$ cat src/rtl/lsu.sv
// Load/store unit: steers stores onto byte lanes and extracts/extends loads over a valid/ready bus.
// Faults on misalignment, illegal size or bus timeout.
module lsu #(
  parameter int unsigned TIMEOUT = 255,
  parameter int unsigned TO_W    = 8
) (
  input  logic        i_clk,
  input  logic        i_rst,
  input  logic        i_req,
  input  logic [31:0] i_addr,
  input  logic [31:0] i_wdata,
  input  logic [1:0]  i_size,
  input  logic        i_sign_ext,
  input  logic        i_we,
  output logic        o_busy,
  output logic        o_done,
  output logic [31:0] o_rdata,
  output logic        o_fault,
  output logic        o_mem_valid,
  input  logic        i_mem_ready,
  output logic [31:0] o_mem_addr,
  output logic        o_mem_we,
  output logic [31:0] o_mem_wdata,
  output logic [3:0]  o_mem_wstrb,
  input  logic        i_mem_rvalid,
  input  logic [31:0] i_mem_rdata
);

  typedef enum logic [1:0] {S_IDLE, S_REQ, S_WAIT, S_DONE} state_e;

  localparam logic [TO_W-1:0] TO_MAX = TO_W'(TIMEOUT);

  state_e          state_q, state_d;
  logic [31:0]     addr_q, addr_d;
  logic [31:0]     wdata_q, wdata_d;
  logic [31:0]     rdata_q, rdata_d;
  logic [3:0]      wstrb_q, wstrb_d;
  logic [1:0]      size_q, size_d;
  logic            sign_q, sign_d;
  logic            we_q, we_d;
  logic            fault_q, fault_d;
  logic [TO_W-1:0] cnt_q, cnt_d;

  logic        misalign;
  logic        timed_out;
  logic [31:0] shifted;
  logic [31:0] ext;
  logic [31:0] lane_wdata;
  logic [3:0]  lane_mask;

  assign misalign = (i_size == 2'd3) ||
                    (i_size == 2'd1 && i_addr[0]) ||
                    (i_size == 2'd2 && i_addr[1:0] != 2'd0);

  assign timed_out = (TIMEOUT != 0) && (cnt_q == TO_MAX);

  assign shifted = i_mem_rdata >> {addr_q[1:0], 3'b000};

  always_comb begin
    ext = shifted;
    case (size_q)
      2'd0:    ext = {{24{sign_q & shifted[7]}}, shifted[7:0]};
      2'd1:    ext = {{16{sign_q & shifted[15]}}, shifted[15:0]};
      default: ext = shifted;
    endcase
  end

  always_comb begin
    lane_wdata = i_wdata;
    lane_mask  = 4'b1111;
    case (i_size)
      2'd0: begin
        lane_wdata = {4{i_wdata[7:0]}};
        lane_mask  = 4'b0001;
      end
      2'd1: begin
        lane_wdata = {2{i_wdata[15:0]}};
        lane_mask  = 4'b0011;
      end
      default: ;
    endcase
  end

  always_comb begin
    state_d = state_q;
    addr_d  = addr_q;
    wdata_d = wdata_q;
    rdata_d = rdata_q;
    wstrb_d = wstrb_q;
    size_d  = size_q;
    sign_d  = sign_q;
    we_d    = we_q;
    fault_d = fault_q;
    cnt_d   = cnt_q;
    case (state_q)
      S_IDLE: begin
        if (i_req) begin
          addr_d  = i_addr;
          wdata_d = lane_wdata;
          wstrb_d = i_we ? (lane_mask << i_addr[1:0]) : 4'b0000;
          size_d  = i_size;
          sign_d  = i_sign_ext;
          we_d    = i_we;
          fault_d = misalign;
          rdata_d = 32'h0;
          cnt_d   = '0;
          state_d = misalign ? S_DONE : S_REQ;
        end
      end
      S_REQ: begin
        // An accepted request must complete even if the timeout hits the same cycle.
        if (i_mem_ready) begin
          cnt_d   = '0;
          state_d = we_q ? S_DONE : S_WAIT;
        end else if (timed_out) begin
          fault_d = 1'b1;
          state_d = S_DONE;
        end else begin
          cnt_d = cnt_q + 1'b1;
        end
      end
      S_WAIT: begin
        if (i_mem_rvalid) begin
          rdata_d = ext;
          state_d = S_DONE;
        end else if (timed_out) begin
          fault_d = 1'b1;
          state_d = S_DONE;
        end else begin
          cnt_d = cnt_q + 1'b1;
        end
      end
      S_DONE: state_d = S_IDLE;
      default: state_d = S_IDLE;
    endcase
  end

  always_ff @(posedge i_clk) begin
    if (i_rst) begin
      state_q <= S_IDLE;
      addr_q  <= 32'h0;
      wdata_q <= 32'h0;
      rdata_q <= 32'h0;
      wstrb_q <= 4'h0;
      size_q  <= 2'd0;
      sign_q  <= 1'b0;
      we_q    <= 1'b0;
      fault_q <= 1'b0;
      cnt_q   <= '0;
    end else begin
      state_q <= state_d;
      addr_q  <= addr_d;
      wdata_q <= wdata_d;
      rdata_q <= rdata_d;
      wstrb_q <= wstrb_d;
      size_q  <= size_d;
      sign_q  <= sign_d;
      we_q    <= we_d;
      fault_q <= fault_d;
      cnt_q   <= cnt_d;
    end
  end

  assign o_busy      = (state_q == S_REQ) || (state_q == S_WAIT);
  assign o_done      = (state_q == S_DONE);
  assign o_rdata     = o_done ? rdata_q : 32'h0;
  assign o_fault     = o_done ? fault_q : 1'b0;
  assign o_mem_valid = (state_q == S_REQ);
  assign o_mem_addr  = {addr_q[31:2], 2'b00};
  assign o_mem_we    = we_q;
  assign o_mem_wdata = wdata_q;
  assign o_mem_wstrb = wstrb_q;

endmodule
$ cat config.mk
export PLATFORM = sky130hd
export DESIGN_NAME = lsu
export DESIGN_NICKNAME = d
export VERILOG_FILES = /design/src/rtl/lsu.sv
export SDC_FILE = /design/constraint.sdc
export NUM_CORES = 1
export LEC_CHECK = 0
export ABC_AREA = 1
export BUFFER_PORTS_ARGS = -buffer_cell sky130_fd_sc_hd__buf_2
export CORE_MARGIN = 1
export CORE_UTILIZATION = 30
export DETAILED_ROUTE_END_ITERATION = 6
export PLACE_DENSITY = 0.53
export RECOVER_POWER = 50
export SETUP_SLACK_MARGIN = 0.15
export SLEW_MARGIN = 20
export SYNTH_ARGS = -nofsm -noshare
export SYNTH_HDL_FRONTEND = slang
export SYNTH_SLANG_ARGS = --single-unit
$ cat constraint.sdc
create_clock -name i_clk -period 2.9 [get_ports i_clk]
set_input_delay 0.145 -clock i_clk [delete_from_list [all_inputs] [get_ports i_clk]]
set_output_delay 0.145 -clock i_clk [all_outputs]
set_load 0.02 [all_outputs]
# ---- After elaboration in Yosys (flattened, before gate mapping)
# Index checks and enable logic that the tools add are counted.
dict set report word_totals {
  register_bits 115
  input_bits 105
  output_inout_bits 105
  word_cells 68
}
dict set report op_classes {
  addsub 1
  eq_ne 12
  shifts 2
  n_mux 26
  bitwise 2
  n_reduce_logical 15
}
# cell count
set op_table {}
lappend op_table {{$pmux W32 S2} 3}
lappend op_table {{$mux W32} 3}
lappend op_table {{$mux W8} 4}
lappend op_table {{$shr A32 B5 Y32} 1}
lappend op_table {{$pmux W8 S3} 1}
lappend op_table {{$mux W2} 5}
lappend op_table {{$add A8 B1 Y8 const B} 1}
lappend op_table {{$eq A2 B2 Y1 const B} 4}
lappend op_table {{$eq A8 B8 Y1 const B} 1}
lappend op_table {{$ne A2 B2 Y1 const B} 4}
lappend op_table {{$pmux W2 S4} 1}
lappend op_table {{$pmux W4 S2} 1}
lappend op_table {{$eq A2 B1 Y1 const B} 3}
lappend op_table {{$logic_not A2 Y1} 3}
lappend op_table {{$mux W1} 6}
lappend op_table {{$reduce_and A3 Y1} 2}
lappend op_table {{$mux W4} 1}
lappend op_table {{$reduce_and A4 Y1} 1}
lappend op_table {{$reduce_bool A2 Y1} 2}
lappend op_table {{$shl A4 B2 Y4} 1}
lappend op_table {{$logic_or A1 B1 Y1} 3}
lappend op_table {{$pmux W1 S3} 1}
lappend op_table {{$reduce_bool A3 Y1} 1}
lappend op_table {{$and A1 B1 Y1} 2}
lappend op_table {{2 further kinds} 3}

# ---- Logic depth before layout (Yosys ltp)
dict set report depth {
  ltp_word 7
  mapped_depth 11
}

# ---- Worst setup path after synthesis
# OpenSTA, ideal clock, no wires.
dict set report synth_path {
  path_kind {register -> register}
  start {reg state_q[0]}
  end {reg cnt_q[4]}
  setup_time_ns 0.111
  arrival_ns 1.463
  required_time_ns 2.789
  slack_ns 1.326
  stages_incl_launch_ff 11
  n_path_buf 1
  path_cell_list {dfxtp_1 > ha_1 > buf_2 > inv_1 > nand2_1 > nor2_2 > nand2_1 > nor2_1 > nand3_1 > nand2_1 > nor2_1}
}
dict set report synth_via {
  elab_chain_len 3
  word_cells_on_any_way 8
  cone_classes {eq/ne: 4; mux: 1; reduce/logical: 3}
}
# item line_no
set synth_lines {}
lappend synth_lines {{start: declaration} 33} ;# state_e state_q, state_d;
lappend synth_lines {{start signal: assignment} 151} ;# state_q <= state_d;
lappend synth_lines {{$eq A2 B2 Y1 (tied with other cells)} 95} ;# case (state_q)
lappend synth_lines {{$ne A2 B2 Y1 (no line) / $reduce_bool A3 Y1 (equally long branches)} -}
lappend synth_lines {{$reduce_and A3 Y1 (no line)} -}
lappend synth_lines {{end signal: assignment} 160} ;# cnt_q <= cnt_d;
lappend synth_lines {{end: declaration} 42} ;# logic [TO_W-1:0] cnt_q, cnt_d;
# Parallel ways exist; a longest one is shown, timed or not.
# A chain may end at the register's enable or synchronous reset.

# ---- Worst setup path in the final report
dict set report layout_path {
  start {reg state_q[1]}
  end {out o_rdata[2]}
}
dict set report layout_via {
  elab_chain_len 2
}
# item line_no
set layout_lines {}
lappend layout_lines {{$eq A2 B2 Y1} 165} ;# assign o_done = (state_q == S_DONE);
lappend layout_lines {{$mux W32} 166} ;# assign o_rdata = o_done ? rdata_q : 32'h0;
lappend layout_lines {{end: declaration} 17} ;# output logic [31:0] o_rdata,
# No other way between the ends.

==> metrics.yaml <==
status: "finished, final reports clean"
cp_slowest_stage_delay_ns: 0.60
maxCapViolCount: 0
clock_sinks: 115
die_y_um: 143.0
synth-seq-cells: 115
grt_overflow_total: 0
drt_pass1_iterations: 5
crit_type: "flip-flop to output pin"
nets: 1191
tightest_slew_ns: 0.8260
p_total_w: 0.006352
fin_skew_ns: 0.01192
setup_viol: 0
cts_root_buf: "clkbuf_16"
cts_tree: "yes"
cp_top_family: "buffers and inverters"
hp-class: "input port to flip-flop"
synthMuxAreaShare_pct: 0
num_vias: 6133
synth_xor_area_share_pct: 0.1468
r2r-end: "o_mem_wdata[8]$_SDFFE_PP0P_"
dp_hpwl_mm: 12.86
rsz0062_at_grt: "false"
yosys.area_share.simple_pct: 28.11
clockBufferDepth: 2
powerDensity_nw_per_um2: 822.7
syn_area_per_cell_um2: 6.683
clk_pin_slew_ns: 0.06
slowest_stage: "ha_1"
mostFrequentLayoutCells: "nand2_1 (262), buf_2 (125), dfxtp_1 (115)"
synthAdderAreaFrac_pct: 1.258
start_kind: "flip-flop"
diodes: 0
syn_area_um2: 5968
start_util_pct: 30.67
cp.buffers_inverters: 3
synth_compound_area_share_pct: 17.11
drt-wirelength-per-cell_um: 13.54
gp_congestion: 0.8389
final_common_cell: "nand2_1"
synth_warnings: 0
finalCritPeriodShare_pct: 79.28
reg2regPathDepth: 8
grt_max_degree: 64
antenna_found_initial: 0
cts_setup_buffers: 0
max_freq_mhz: 434.9
core.rowCount: 51
post-route-util_pct: 39.67
ys_seq_area_share_pct: 38.57
totalWireLength_mm: 18.39
whs_ns: 0.008497
vias_per_cell: 4.516
r2r_slack_ns: 0.73
syn_inst: 893
portBuffers: 207
synth_top_family_by_area: "simple AND/OR/NAND/NOR gates"
io-pin-count: 210
worstPathCellList: "ha_1 > buf_4 > nand2_1 > inv_1 > buf_2"
track_usage_pct: 17.75
slew_headroom_pct: 44.88
min_period_ns: 2.299
ir_worst_vdd_uv: 407.6
fillers: 2163
clock_latency_ns: 0.42
worstPathArrival_ns: 2.15
required_ns: 2.76
finalMaxSlewViolations: 0
p_leak_nw: 3.655
crit_path_end: "o_rdata[2]"
fin_setup_tns_ns: 0
drtAntennaViolNets: 0
cp-startpoint: "state_q[1]$_SDFFE_PP0N_"
fp.dieArea_um2: 20460
drt_iter0_drc: 355
core_region_area_um2: 19460
worstSetupPathDepth: 5
final_layout_size_suffix_gt1_share_pct: 17.29
synth_cell_types: 33
crit_path_max_fanout: 21
grt_pass1_wl_mm: 28.10
cts_max_level: 4
hold_violations: 0
die_x_um: 143.0
cts_made_buffers: 17
placed_area_um2: 6894
endpoint_kind: "output pin"
fin_area_um2: 7721
grt_pass1_vias: 5502
reg2reg_from: "state_q[1]$_SDFFE_PP0N_"
drc: 0
syn_to_final_growth_pct: 29.37
==> cell usage after synthesis <==
cell	instances	share of area, %
a21oi_1	78	6.5
a21oi_2	12	1.8
a22oi_1	9	1.1
buf_1	1	0.063
buf_2	22	1.8
buf_4	39	4.9
buf_6	2	0.38
clkbuf_1	21	1.3
conb_1	1	0.063
dfxtp_1	115	39
ha_1	6	1.3
inv_1	91	5.7
inv_2	4	0.25
inv_4	1	0.10
inv_6	1	0.15
nand2_1	263	17
nand2_2	1	0.10
nand2_4	1	0.19
nand3_1	41	3.4
nand3_4	2	0.59
nand3b_1	1	0.13
nor2_1	94	5.9
nor2_2	4	0.42
nor2_4	2	0.38
nor2_8	1	0.34
nor3_1	1	0.084
o211ai_1	9	1.1
o21a_1	1	0.13
o21ai_0	51	4.3
o21bai_1	1	0.13
o221ai_1	8	1.2
o22ai_1	8	0.84
xnor2_1	1	0.15
==> tightest hold or removal path, delay by kind of cell <==
kind	cells	cell delay, ns
compound gates	2	0.17
buf+inv	1	0.08
==> report_power, final <==
part | leakage, nW | total (W) | internal, W | switching, W
logic | 2.44 | 0.00226 | 0.000677 | 0.00158
clock network | 0.273 | 0.00203 | 0.00120 | 0.000829
registers | 0.940 | 0.00207 | 0.00188 | 0.000186
==> registers in the layout (all words and copies together) (netlist names) <==
signal and cells:
cnt_q 8, rdata_q 32, sign_q 1, o_mem_wdata 32, o_mem_we 1, state_q 2
addr_q 32, fault_q 1, o_mem_wstrb 4, size_q 2
==> metrics by stage <==
stage / setup slack [ns] / instances
floorplan: 1.326 / 894
global placement: 0.7830 / 1289
detailed placement: 0.7361 / 1289
CTS: 0.5481 / 1358
global route: 0.4468 / 1358
finish: 0.6008 / 1358
==> worst min path at each step <==
stage	from	endpoint	slack, ns	depth (start not counted)
after global routing	i_wdata[21]	o_mem_wdata[21]$_SDFFE_PP0P_	0.008	3
final	i_wdata[19]	o_mem_wdata[19]$_SDFFE_PP0P_	0.008	3
after CTS	i_wdata[19]	o_mem_wdata[19]$_SDFFE_PP0P_	0.001	3
after detailed placement	i_addr[18]	addr_q[18]$_SDFFE_PP0P_	0.40	3
after global placement	i_addr[20]	addr_q[20]$_SDFFE_PP0P_	0.40	3
after floorplan	i_addr[1]	o_mem_wstrb[1]$_SDFFE_PP0P_	0.31	3
==> logic make-up (layout without fill, tap and decap cells) <==
kind of cell             count (synthesis)  after routing
AND/OR/NAND/NOR                        411            411
buffers and inverters                  182            381
AO/OA/AOI/OAI                          177            177
flip-flops                             115            115
adder cells (fa/ha/maj)                  6              6
other                                    1              2
XOR/XNOR                                 1              1
==> cell type report <==
class	instances	area (um2)	area share [%]
flip-flops and latches	115	2302	29.82
clock inverters	15	147.6	1.912
inverters	97	371.6	4.813
multi-input cells	597	2779	35.99
repair buffers	252	1364	17.66
clock buffers	17	425.4	5.510
well taps	265	331.6	4.294
==> what timing repair did <==
action | 4_1_cts | 5_1_grt
endpoints found under the hold margin | 37 | 0
hold buffers | 37 | 0
gates resized for setup | 0 | 0
==> per-layer routing <==
layer | wire length (um) | GRT usage [%]
met2 | 8481 | 28.52
met5 | 0 | 0
met4 | 373 | 6.508
met3 | 1167 | 5.332
met1 | 8363 | 22.28
Note: power is estimated with default switching activity, not from simulation.
